<file path="src/rtl/serial_checking_sink.sv">
// Serial NoC local-port sink: deserialises start-bit framed flits, checks dst against ID, keeps stats.
// Optional latency statistics are built when SINK_LATENCY_EN is defined.
module serial_checking_sink #(
    parameter int ID          = 0,
    parameter int FLIT_W      = 8,
    parameter int ADDR_SZ     = 4,
    parameter int HOLD_CYCLES = 2,
    parameter int CNT_W       = 32,
    parameter int TS_W        = 16
) (
    input  logic              clk,
    input  logic              reset,
    input  logic              data,
    output logic              busy,
    output logic              flit_valid,
    output logic [FLIT_W-1:0] last_flit,
    output logic [CNT_W-1:0]  flit_count,
    output logic [CNT_W-1:0]  err_count,
    output logic              proto_err,
    output logic [CNT_W-1:0]  lat_sum,
    output logic [TS_W-1:0]   lat_max
);
    localparam int BIT_W  = $clog2(FLIT_W);
    localparam int HOLD_W = (HOLD_CYCLES > 1) ? $clog2(HOLD_CYCLES) : 1;
    localparam logic [BIT_W-1:0]   LAST_BIT  = BIT_W'(FLIT_W - 1);
    localparam logic [HOLD_W-1:0]  LAST_HOLD = HOLD_W'((HOLD_CYCLES > 0) ? HOLD_CYCLES - 1 : 0);
    localparam logic [ADDR_SZ-1:0] MY_ID     = ADDR_SZ'(ID);

    localparam logic [1:0] IDLE  = 2'd0;
    localparam logic [1:0] SHIFT = 2'd1;
    localparam logic [1:0] CHECK = 2'd2;
    localparam logic [1:0] HOLD  = 2'd3;

    logic [1:0]        state;
    logic [BIT_W-1:0]  bit_cnt;
    logic [HOLD_W-1:0] hold_cnt;
    logic [FLIT_W-1:0] shreg;
    logic              dst_ok;

    assign busy       = (state != IDLE);
    assign flit_valid = (state == CHECK);
    assign dst_ok     = (shreg[ADDR_SZ-1:0] == MY_ID);

    always_ff @(posedge clk) begin
        if (reset) begin
            state      <= IDLE;
            bit_cnt    <= '0;
            hold_cnt   <= '0;
            shreg      <= '0;
            last_flit  <= '0;
            flit_count <= '0;
            err_count  <= '0;
            proto_err  <= 1'b0;
        end else begin
            case (state)
                IDLE: begin
                    if (data) begin
                        state   <= SHIFT;
                        bit_cnt <= '0;
                    end
                end
                SHIFT: begin
                    shreg[bit_cnt] <= data;
                    if (bit_cnt == LAST_BIT) state <= CHECK;
                    else                     bit_cnt <= bit_cnt + 1'b1;
                end
                CHECK: begin
                    last_flit <= shreg;
                    // saturating counters: hold at all-ones, never wrap
                    if (flit_count != '1)            flit_count <= flit_count + 1'b1;
                    if (!dst_ok && err_count != '1)  err_count  <= err_count + 1'b1;
                    hold_cnt <= '0;
                    state    <= (HOLD_CYCLES > 0) ? HOLD : IDLE;
                end
                HOLD: begin
                    // a 1 here would be a start bit sent into our busy window
                    if (data) proto_err <= 1'b1;
                    if (hold_cnt == LAST_HOLD) state <= IDLE;
                    else                       hold_cnt <= hold_cnt + 1'b1;
                end
                default: state <= IDLE;
            endcase
        end
    end

`ifdef SINK_LATENCY_EN
    logic [TS_W-1:0]  ts_now;
    logic [TS_W-1:0]  lat;
    logic [CNT_W:0]   sum_ext;

    // modular subtraction handles timestamp wrap
    assign lat     = ts_now - shreg[FLIT_W-1 -: TS_W];
    assign sum_ext = {1'b0, lat_sum} + {{(CNT_W + 1 - TS_W){1'b0}}, lat};

    always_ff @(posedge clk) begin
        if (reset) begin
            ts_now  <= '0;
            lat_sum <= '0;
            lat_max <= '0;
        end else begin
            ts_now <= ts_now + 1'b1;
            if (state == CHECK) begin
                lat_sum <= sum_ext[CNT_W] ? '1 : sum_ext[CNT_W-1:0];
                if (lat > lat_max) lat_max <= lat;
            end
        end
    end
`else
    assign lat_sum = '0;
    assign lat_max = '0;
`endif

endmodule
</file>
<file path="config.mk">
export PLATFORM = sky130hd
export DESIGN_NAME = serial_checking_sink
export DESIGN_NICKNAME = d
export VERILOG_FILES = /design/src/rtl/serial_checking_sink.sv
export SDC_FILE = /design/constraint.sdc
export NUM_CORES = 1
export LEC_CHECK = 0
export CAP_MARGIN = 20
export CORE_MARGIN = 2
export CORE_UTILIZATION = 44
export DETAILED_ROUTE_END_ITERATION = 10
export GPL_ROUTABILITY_DRIVEN = 0
export HOLD_SLACK_MARGIN = 0.02
export PLACE_DENSITY = 0.86
export SYNTH_ARGS = -nofsm -noshare
export SYNTH_HDL_FRONTEND = slang
export SYNTH_SLANG_ARGS = --single-unit
</file>
<file path="constraint.sdc">
create_clock -name clk -period 2.3 [get_ports clk]
set_input_delay 0.23 -clock clk [delete_from_list [all_inputs] [get_ports clk]]
set_output_delay 0.23 -clock clk [all_outputs]
set_load 0.03 [all_outputs]
</file>
# Word-level counts from Yosys, hierarchy flattened
# Cells that the tools add are included.
[totals] out_inout_bits=123 wordCells=49 n_memories=0 ramBits=0 register_bits=87 latch_bits=0 mem_bits_ro=0
[classes] shift=0 div_mod_pow=0 magnitude_cmp=2 mux=12 n_mul=0 eq_ne=10 bitwise=0 add_sub_neg=4 reduce_logical=13
[ops] operator="$add 32x1->32 const B" count=2
[ops] operator="$ne 32x32->1 const B" count=2
[ops] operator="$bwmux 8" count=1
[ops] operator="$ne 2x2->1 const B" count=4
[ops] operator="$pmux 2 s4" count=1
[ops] operator="$mux 2" count=3
[ops] operator="$mux 3" count=2
[ops] operator="$pmux 3 s2" count=1
[ops] operator="$reduce_and 2->1" count=3
[ops] operator="$reduce_and 3->1" count=2
[ops] operator="$reduce_bool 2->1" count=3
[ops] operator="$eq 2x2->1 const B" count=2
[ops] operator="$logic_not 4->1" count=1
[ops] operator="$lt 3x4->1 const B" count=1
[ops] operator="$add 3x1->3 const B" count=1
[ops] operator="$demux 1 s3" count=1
[ops] operator="$eq 3x3->1 const B" count=1
[ops] operator="$ge 3x1->1 const B" count=1
[ops] operator="$eq 2x1->1 const B" count=1
[ops] operator="$logic_and 1x1->1" count=2
[ops] operator="$logic_not 2->1" count=1
[ops] operator="$mux 1" count=2
[ops] operator="$pmux 1 s2" count=1
[ops] operator="$add 1x1->1 const B" count=1
[ops] operator="$logic_not 1->1" count=1

# Logic depth before layout (Yosys ltp)
# Gate-level depths: netlist of the first run.
[logic_depth] depth_word=5 depth_mapped=8 ltp_nobuf=7

# Least setup slack after synthesis of the first run
# No wires, ideal clock.
[synth_path] path_kind="reg-to-reg" startpoint="register err_count[0]" endpoint="register err_count[25]" path_stages_with_launch=8 arrival_ns=2.325 synth_period_minus_slack_ns=2.447 setup_time_ns=0.121 slack_ns=-0.147 cell_sequence="dfxtp_1 > ha_1 > nand2_1 > or4b_4 > o31ai_4 > buf_6 > nor4_2 > mux2_4"
[synth_via] elab_chain_cells=3
[synth_lines] item="start, declared" line="18" source="output logic [CNT_W-1:0] err_count,"
[synth_lines] item="start signal, assigned" line="71" source="if (!dst_ok && err_count != '1) err_count <= err_count + 1'b1;"
[synth_lines] item="branches (longest 3 deep; another with $add 32x1->32)"
# Several ways; the timed one is not identified.
# A chain may end at the register's enable or synchronous reset.

# Final worst setup path of the first run
[layout_path] startpoint="register err_count[12]" endpoint="register err_count[25]"
# The elaborated chain is that of the path after synthesis.

==> reports/metrics.csv, run 1 <==
stage,metric,value,unit
worst_setup_path,CP max FO,35,
clock_tree,hold buffer count at CTS,0,
logic_synthesis,Syn Area/Cell,8.48,sq um
worst_setup_path,WP data required,2.55,ns
worst_setup_path,CP arrival,2.50,ns
timing,final setup fails,0,
clock_tree,number of H-tree levels,3,
timing,setup TNS,0,ns
pwr,pwr dens,620,nW/um^2
timing,Final min period,2.25,ns
logic_synthesis,top_reg_cell synth,dfxtp_1,
timing,Worst Tran Pin Value,0.747,ns
logic_synthesis,register bit total from synthesis,87,
clock_tree,clock tree sinks,87,
floorplanning,die area,11600,sq um
detailed_routing,DRT antenna net count,0,
logic_synthesis,Synth cell types,51,
clock_tree,CTS Buffer Depth,2,
logic_synthesis,yosys warns,0,
timing,worst rel slew slack,0.502,
detailed_routing,drt drc,0,
placed_design,Post-Place Worst Slack,0.0631,ns
cells_and_area,most frequent cells in the layout,"clkdlybuf4s50_1 (75), dfxtp_1 (73), nor2_1 (52), a21oi_1 (50), conb_1 (48)",
clock_tree,clock slew at reported path FFs,0.10,ns
clock_tree,clk_lat worst skew,0.37,ns
grt,first-pass GRT wire length,18.6,mm
floorplanning,Rows,37,
logic_synthesis,"Cell Area, Synth",4720,sq um
cells_and_area,"most common cell after layout, fill and taps aside",clkdlybuf4s50_1,
worst_setup_path,CP Launch Type,register,
run_status,status,finished clean,
placed_design,hpwl dp,8.30,mm
worst_setup_path,CP max stage delay,0.65,ns
cells_and_area,number of fill cells in the layout,941,
pwr,maximum vdd drop,0.369,mV
cells_and_area,area occupied by multi-input gates,2670,sq um
timing,period utilisation layout,0.978,
placed_design,Cells after DPL,770,
grt,gr ovfl total,0,
cells_and_area,antenna diode count,0,
worst_setup_path,"delay-heaviest family, CP",simple AND/OR/NAND/NOR gates,
grt,largest net degree at the start of global routing,39,
worst_setup_path,CP Capture Type,register,
timing,"Hold Vio Cnt, Final",0,
placed_design,IO Port Bufs,77,
grt,Global Route Usage Sum,0.199,
floorplanning,starting density of the core,0.455,
flow_run,Max Cap Viol,0,
pwr,Lkg Pwr,0.00196,uW
worst_setup_path,critical-path cell list,nand4_1 > or4_1 > o31ai_4 > buf_12 > nor4_2 > mux2_4,
hold_path,HP Class,primary input to register,
cells_and_area,final net count,659,
worst_setup_path,crit path max-delay cell type,or4_1,
timing,skew final,0.0173,ns
detailed_routing,vias after detailed routing,4432,
clock_tree,CTS tree,built,
detailed_routing,DR vias/cell,5.62,
logic_synthesis,async set or reset register ratio after synthesis,0,
floorplanning,die span in x,108,um
detailed_routing,DR WL/cell,14.8,um
clock_tree,CTS root buffer,clkbuf_8,
worst_setup_path,CP Class,register to register,
floorplanning,Core ar.,10400,sq um
grt,vias in the first global route,3911,
detailed_routing,Detailed Route WL,11.6,mm
logic_synthesis,"Seq/Total Area, Yosys",0.369,
timing,Final WS setup,0.0496,ns
cells_and_area,fraction of layout instances using a drive strength above 1,0.127,
floorplanning,I/O pin count,126,
cells_and_area,fin cells,788,
cells_and_area,Util after Layout,0.563,
cells_and_area,register area,1760,sq um
timing,fin. max-slew vios,0,
logic_synthesis,"EDFF count, synth",0,
timing,top achievable clock speed,444,MHz
clock_tree,clock buffer count from CTS,9,
detailed_routing,router iterations before antenna repair,8,
grt,initial antenna violation count,0,
detailed_routing,Iter 0 DRT Violations,275,
worst_setup_path,Buf/Inv on CP,1,
floorplanning,DIE HEIGHT,108,um
logic_synthesis,synthesized instance count,557,
cells_and_area,Layout area overhead,23.7,%
-- final timing paths --
| kind | depth (start not counted) | slack [ns] | to | from |
|---|---|---|---|---|
| worst min-delay path | 2 | 0.43 | flit_count[24] | reset |
| worst max register to register | 6 | 0.05 | err_count[25] | err_count[12] |
| worst max-delay path | 6 | 0.05 | err_count[25] | err_count[12] |
| worst min register to register | 2 | 0.47 | proto_err | proto_err |
-- worst register-to-register path: cells and delay by family, from the launching register on --
| kind | cells | cell delay [ns] |
|---|---|---|
| mux | 1 | 0.29 |
| flops | 1 | 0.39 |
| buf+inv | 1 | 0.22 |
| simple gates | 3 | 0.89 |
| compound gates | 1 | 0.34 |
-- area by class of cell --
type,count,area share
clock buffer,13,0.0289
inverter,14,0.00900
multi-input combinational,433,0.456
sequential,87,0.301
timing repair buffer,102,0.167
tap,136,0.0291
clock inverter,3,0.00814
-- flip-flops by register name (all words and copies together), names as in the netlist --
name / flops
err_count: 32
shreg: 8
last_flit: 8
bit_cnt: 3
proto_err: 1
hold_cnt: 1
flit_count: 32
state: 2
-- synthesized netlist by cell type (all sizes together), types with 19 or more instances --
cell type | number | area, sq um
nand2 | 30 | 113
o21ai | 25 | 125
a21oi | 52 | 268
mux2i | 19 | 190
nand3 | 26 | 143
dfxtp | 87 | 1740
buf | 56 | 418
o31ai | 23 | 200
or3 | 26 | 164
nor2 | 53 | 201
or4 | 24 | 180
nand4 | 23 | 144
-- metal layers --
layer	track usage	part of all wire	vias to the layer above
met2	0.327	0.49	172
met4	0.0577	0.013	0
li1	-	-	2126
met1	0.259	0.43	2118
met5	0	0	-
met3	0.0484	0.064	16
-- power by group --
part	total, uW	switching, uW	internal (uW)
clock network	1170	569	600
logic	842	557	285
registers	1610	62.2	1550
-- cells by family (layout without fill, tap and decap cells) --
logic type      count (synthesis)  after routing  synth area share
buf+inv                        84            132             0.111
xor+xnor                        9              9            0.0167
simple gates                  231            231             0.277
other cells                     1             48          0.000794
flops                          87             87             0.369
compound gates                110            110             0.142
mux                            26             26            0.0593
fa+ha+maj                       9              9            0.0238
-- metrics by stage --
step / hold slack, ns / total power [uW] / instance area [sq um]
after floorplan: 0.460 / 2310 / 4930
after global placement: 0.445 / 2400 / 5570
after detailed placement: 0.456 / 2430 / 5570
after CTS: 0.405 / 3580 / 5790
after global routing: 0.445 / 3780 / 5840
final: 0.432 / 3620 / 5840
-- timing repair --
| item | in CTS | in global routing |
|---|---|---|
| pin swaps | 0 | 1 |
| buffers inserted | 0 | 2 |
| setup endpoints to repair | 1 | 15 |
| gates resized for setup | 1 | 5 |
(Power assumes the default switching activity.)
==> run 2: changes to the inputs <==
--- a/config.mk
+++ b/config.mk
@@ -7,11 +7,12 @@
 export LEC_CHECK = 0
 export CAP_MARGIN = 20
 export CORE_MARGIN = 2
-export CORE_UTILIZATION = 44
+export CORE_UTILIZATION = 58
 export DETAILED_ROUTE_END_ITERATION = 10
+export DONT_BUFFER_PORTS = 1
 export GPL_ROUTABILITY_DRIVEN = 0
 export HOLD_SLACK_MARGIN = 0.02
-export PLACE_DENSITY = 0.86
+export PLACE_DENSITY = 0.76
 export SYNTH_ARGS = -nofsm -noshare
 export SYNTH_HDL_FRONTEND = slang
 export SYNTH_SLANG_ARGS = --single-unit
==> run 2 against run 1 <==
  * First-iteration DRC count shrank 42%
  * Largest cell class unchanged
  * Sequential power is essentially flat
  * Cell area shrank 5.9%
  * Clock skew shrank 0.0061 ns
  * Non-clock buffer count shrank 22
  * Largest power group unchanged
  * Combinational power shrank 3.6%
  * Critical path depth grew 2
  * Hold slack lost 0.40 ns
  * Total power grew 2.6%
  * Sequential share of layout area grew 1.9 points
==> reports/metrics.csv, run 2 (synthesis results as in run 1) <==
stage,metric,value,unit
clock_tree,clock tree sinks,87,
worst_setup_path,crit path max-delay cell type,or4b_4,
cells_and_area,Top Registers,"err_count: 32 flops, flit_count: 32 flops",
detailed_routing,met1 wire length,4.88,mm
cells_and_area,most frequent cells in the layout,"buf_4 (76), dfxtp_1 (73), nor2_1 (52), a21oi_1 (50), conb_1 (48)",
timing,unrepaired setup endpoints after global routing,false,
floorplanning,I/O pin count,126,
timing,final setup fails,0,
detailed_routing,router iterations before antenna repair,5,
grt,vias in the first global route,3984,
clock_tree,clock slew at reported path FFs,0.09,ns
worst_setup_path,CP arrival,2.46,ns
timing,period utilisation layout,0.947,
worst_setup_path,Reg-to-Reg Start,err_count[0],
pwr,pwr dens,677,nW/um^2
timing,"Hold Vio Cnt, Final",0,
floorplanning,starting density of the core,0.605,
grt,largest net degree at the start of global routing,79,
floorplanning,DIE HEIGHT,94.2,um
worst_setup_path,CP Capture Type,register,
worst_setup_path,R2R depth,8,
detailed_routing,Top Metal Used,met4,
worst_setup_path,critical-path cell list,ha_1 > nand2_1 > or4b_4 > o31ai_4 > buf_12 > buf_12 > o21ai_0 > a21oi_1,
placed_design,IO Port Bufs,0,
pwr,Power Total,3720,uW
hold_path,HP Class,primary input to register,
clock_tree,number of H-tree levels,3,
timing,worst rel slew slack,0.649,
cells_and_area,Layout area overhead,16.3,%
cells_and_area,fraction of layout instances using a drive strength above 1,0.215,
floorplanning,die area,8880,sq um
worst_setup_path,CP Launch Type,register,
grt,Global Route Usage Sum,0.252,
pwr,Lkg Pwr,0.00201,uW
hold_path,worst hold path startpoint,data,
timing,Worst Tran Pin Value,0.521,ns
flow_run,Max Cap Viol,0,
cells_and_area,"most common cell after layout, fill and taps aside",buf_4,
worst_setup_path,CP max stage delay,0.58,ns
placed_design,DP Area,5170,sq um
floorplanning,die span in x,94.2,um
clock_tree,CTS tree,built,
worst_setup_path,reg-to-reg endpoint,err_count[9],
hold_path,Hold Path Depth,2,
timing,Hold WS,0.0304,ns
grt,first-pass GRT wire length,18.0,mm
clock_tree,CTS root buffer,clkbuf_8,
detailed_routing,vias after detailed routing,4260,
detailed_routing,WL met2,5.51,mm
timing,Final min period,2.18,ns
detailed_routing,Iter 0 DRT Violations,159,
floorplanning,Core ar.,7810,sq um
worst_setup_path,CP Class,register to register,
detailed_routing,met3 WL,682,um
grt,initial antenna violation count,0,
detailed_routing,DR vias/cell,5.83,
worst_setup_path,CP max FO,23,
placed_design,hpwl dp,7.88,mm
cells_and_area,final net count,637,
detailed_routing,drt drc,0,
cells_and_area,Util after Layout,0.704,
clock_tree,clk_lat worst skew,0.35,ns
detailed_routing,DR WL/cell,15.5,um
worst_setup_path,R2R setup slack,0.12,ns
run_status,status,finished clean,
hold_path,Worst Hold End,proto_err,
cells_and_area,antenna diode count,0,
worst_setup_path,WP data required,2.58,ns
cells_and_area,number of fill cells in the layout,622,
cells_and_area,post-route design area,5490,sq um
timing,top achievable clock speed,459,MHz
timing,skew final,0.0111,ns
worst_setup_path,Critical Path Most Common Cell,buf_12,
detailed_routing,Detailed Route WL,11.3,mm
timing,setup TNS,0,ns
detailed_routing,DRT antenna net count,0,
clock_tree,clock buffer count from CTS,9,
floorplanning,Rows,32,
timing,fin. max-slew vios,0,
clock_tree,CTS Buffer Depth,2,
pwr,maximum vdd drop,0.405,mV
grt,gr ovfl total,0,
-- run 2: final cells by class --
cell class | count | area, sq um | area share
multi-input combinational | 433 | 2660 | 0.484
sequential | 87 | 1760 | 0.320
timing repair buffer | 80 | 648 | 0.118
clock buffer | 12 | 155 | 0.0282
tap | 102 | 128 | 0.0232
clock inverter | 3 | 90.1 | 0.0164
inverter | 14 | 52.6 | 0.00957
-- run 2: through the flow --
stage,setup slack (ns),instances
floorplan,0.0369,604
CTS,0.0577,730
global placement,0.152,713
detailed placement,0.0918,713
global route,0.0123,731
finish,0.122,731
-- run 2: how the worst max path moves through the flow --
| stage | from | endpoint |
|---|---|---|
| 2_1_floorplan | flit_count[24] | flit_count[19] |
| 3_3_place_gp | err_count[0] | err_count[15] |
| 3_5_place_dp | err_count[0] | err_count[15] |
| 4_1_cts | state[0] | err_count[21] |
| 5_1_grt | state[0] | flit_count[29] |
| 6_report | err_count[0] | err_count[9] |
-- run 2: worst max-delay path: cells and delay by family, from the launching register on --
| family | cells | cell delay (ns) |
|---|---|---|
| AOI/OAI and AO/OA | 3 | 0.56 |
| and+or+nand+nor | 2 | 0.67 |
| DFF | 1 | 0.35 |
| adders and majority gates | 1 | 0.22 |
| buffers and inverters | 2 | 0.30 |
-- run 2: metal layers --
metal / vias to the layer above / GRT usage
met5: - / 0
met4: 0 / 0.109
met2: 123 / 0.417
met3: 22 / 0.0658
li1: 2083 / -
met1: 2032 / 0.309
-- run 2: power breakdown --
| group | total, uW | switching, uW | internal, uW | leakage [uW] |
|---|---|---|---|---|
| clock | 1300 | 526 | 776 | 0.000123 |
| combinational | 812 | 553 | 259 | 0.00118 |
| sequential | 1600 | 54.0 | 1550 | 0.000708 |
-- run 2: repair_timing --
| action | 4_1_cts | 5_1_grt |
|---|---|---|
| hold buffers | 2 | 0 |
| endpoints found under the hold margin | 78 | 0 |
| gates resized for setup | 0 | 4 |
| setup endpoints to repair | 0 | 14 |
| setup buffers | 0 | 1 |
==> run 3: changes to the inputs <==
--- a/config.mk
+++ b/config.mk
@@ -11,6 +11,7 @@
 export DETAILED_ROUTE_END_ITERATION = 10
 export DONT_BUFFER_PORTS = 1
 export GPL_ROUTABILITY_DRIVEN = 0
+export GPL_TIMING_DRIVEN = 0
 export HOLD_SLACK_MARGIN = 0.02
 export PLACE_DENSITY = 0.76
 export SYNTH_ARGS = -nofsm -noshare
==> run 3 against run 2 <==
  * Hold slack gained 0.11 ns
  * First-iteration DRC count rose by 50%
  * Highest routed layer unchanged
  * Global-route usage increased by 1.6 points
==> reports/metrics.csv, run 3 (synthesis results as in run 1) <==
stage,metric,value,unit
worst_setup_path,CP max FO,8,
timing,fin. max-slew vios,0,
detailed_routing,Iter 0 DRT Violations,239,
floorplanning,I/O pin count,126,
cells_and_area,fraction of layout instances using a drive strength above 1,0.270,
timing,final setup fails,0,
run_status,status,finished clean,
pwr,Power Total,3740,uW
grt,Global Route Usage Sum,0.268,
timing,period utilisation layout,0.984,
worst_setup_path,Critical Path Start,err_count[7],
timing,setup TNS,0,ns
timing,worst rel slew slack,0.618,
clock_tree,clk_lat worst skew,0.35,ns
grt,vias in the first global route,3985,
floorplanning,starting density of the core,0.605,
timing,"Hold Vio Cnt, Final",0,
placed_design,hpwl dp,8.27,mm
worst_setup_path,Reg-to-Reg Start,err_count[7],
detailed_routing,Detailed Route WL,12.0,mm
flow_run,Max Cap Viol,0,
cells_and_area,fin cells,738,
clock_tree,CTS root buffer,clkbuf_8,
clock_tree,CTS tree,built,
detailed_routing,DR vias/cell,5.97,
clock_tree,number of H-tree levels,3,
worst_setup_path,CP Class,register to register,
worst_setup_path,CP Capture Type,register,
clock_tree,clock buffer count from CTS,9,
detailed_routing,met3 WL,1.05,mm
detailed_routing,Top Metal Used,met4,
worst_setup_path,WP data required,2.54,ns
detailed_routing,DR WL/cell,16.2,um
cells_and_area,post-route design area,5620,sq um
floorplanning,Core ar.,7810,sq um
timing,Worst Tran Pin Value,0.573,ns
clock_tree,hold buffer count at CTS,0,
floorplanning,Rows,32,
cells_and_area,Layout area overhead,18.9,%
placed_design,DP Area,5050,sq um
grt,first-pass GRT wire length,18.9,mm
timing,skew final,0.00713,ns
floorplanning,die area,8880,sq um
timing,Final min period,2.26,ns
floorplanning,DIE HEIGHT,94.2,um
detailed_routing,WL met2,5.75,mm
placed_design,Cells after DPL,706,
cells_and_area,"most common cell after layout, fill and taps aside",buf_4,
detailed_routing,DRT antenna net count,0,
cells_and_area,Top Registers,"err_count: 32 flops, flit_count: 32 flops",
timing,Hold WS,0.145,ns
cells_and_area,most frequent cells in the layout,"buf_4 (63), nor2_1 (51), a21oi_1 (49), conb_1 (48), dfxtp_1 (39)",
hold_path,HP Class,primary input to register,
grt,gr ovfl total,0,
detailed_routing,met1 wire length,4.92,mm
detailed_routing,router iterations before antenna repair,5,
clock_tree,clock tree sinks,87,
worst_setup_path,CP Launch Type,register,
floorplanning,die span in x,94.2,um
clock_tree,clock slew at reported path FFs,0.09,ns
grt,initial antenna violation count,0,
cells_and_area,number of fill cells in the layout,619,
hold_path,worst hold path startpoint,reset,
pwr,maximum vdd drop,0.413,mV
pwr,Lkg Pwr,0.00203,uW
placed_design,IO Port Bufs,0,
cells_and_area,antenna diode count,0,
pwr,pwr dens,665,nW/um^2
grt,largest net degree at the start of global routing,14,
timing,top achievable clock speed,442,MHz
clock_tree,CTS Buffer Depth,2,
detailed_routing,drt drc,0,
cells_and_area,final net count,644,
detailed_routing,vias after detailed routing,4409,
worst_setup_path,CP arrival,2.51,ns
## run 3: changes by cell type in the layout (fill, tap and decap cells not counted), sizes merged
| cell | change |
|---|---|
| buf | -8 |
| bufinv | -1 |
| clkbuf | +15 |
| clkinv | +2 |
| dlygate4sd3 | -1 |
## run 3: cell type report
class | count | area (sq um) | area share
Inverter | 14 | 52.6 | 0.00935
Buffer | 70 | 493 | 0.0878
Multi-Input combinational cell | 433 | 2730 | 0.486
Tap cell | 102 | 128 | 0.0227
Clock inverter | 4 | 70.1 | 0.0125
Timing Repair Buffer | 17 | 149 | 0.0265
Sequential cell | 87 | 1850 | 0.330
Clock buffer | 11 | 141 | 0.0252
## run 3: stage by stage
step	setup WS (ns)	util
after floorplan	0.0369	-
after global placement	-0.350	0.647
after detailed placement	-0.476	0.647
after CTS	0.00276	0.700
after global routing	-0.0461	0.720
final	0.0370	0.720
## run 3: where the power goes
group | leakage (uW) | internal, uW | switching [uW]
Clock | 0.000109 | 633 | 538
Combinational | 0.00119 | 359 | 593
Sequential | 0.000732 | 1530 | 86.2
## run 3: path summary, 6_finish.rpt
check,end,depth (start not counted),slack [ns]
worst min-delay path,err_count[31],2,0.14
worst max register to register,err_count[25],7,0.04
worst min register to register,shreg[7],2,0.50
worst max-delay path,err_count[25],7,0.04
## run 3: worst max-delay path, cell delays in order (launching register included)
cell and delay (ns):
dfxtp_2 0.48, nand2_2 0.19, or4_4 0.54, o31ai_4 0.29, buf_6 0.16, buf_8 0.13
nor4_2 0.06, mux2_4 0.29
## run 3: per-layer routing
metal	GRT usage	vias up
li1	-	2103
met1	0.329	2078
met2	0.433	203
met3	0.0811	25
met4	0.118	0
met5	0	-
## run 3: timing repair
action,CTS,global route
setup buffers,8,8
endpoints found under the setup margin,54,51
cloned,0,1
gates resized for setup,51,32
pin swaps,4,10
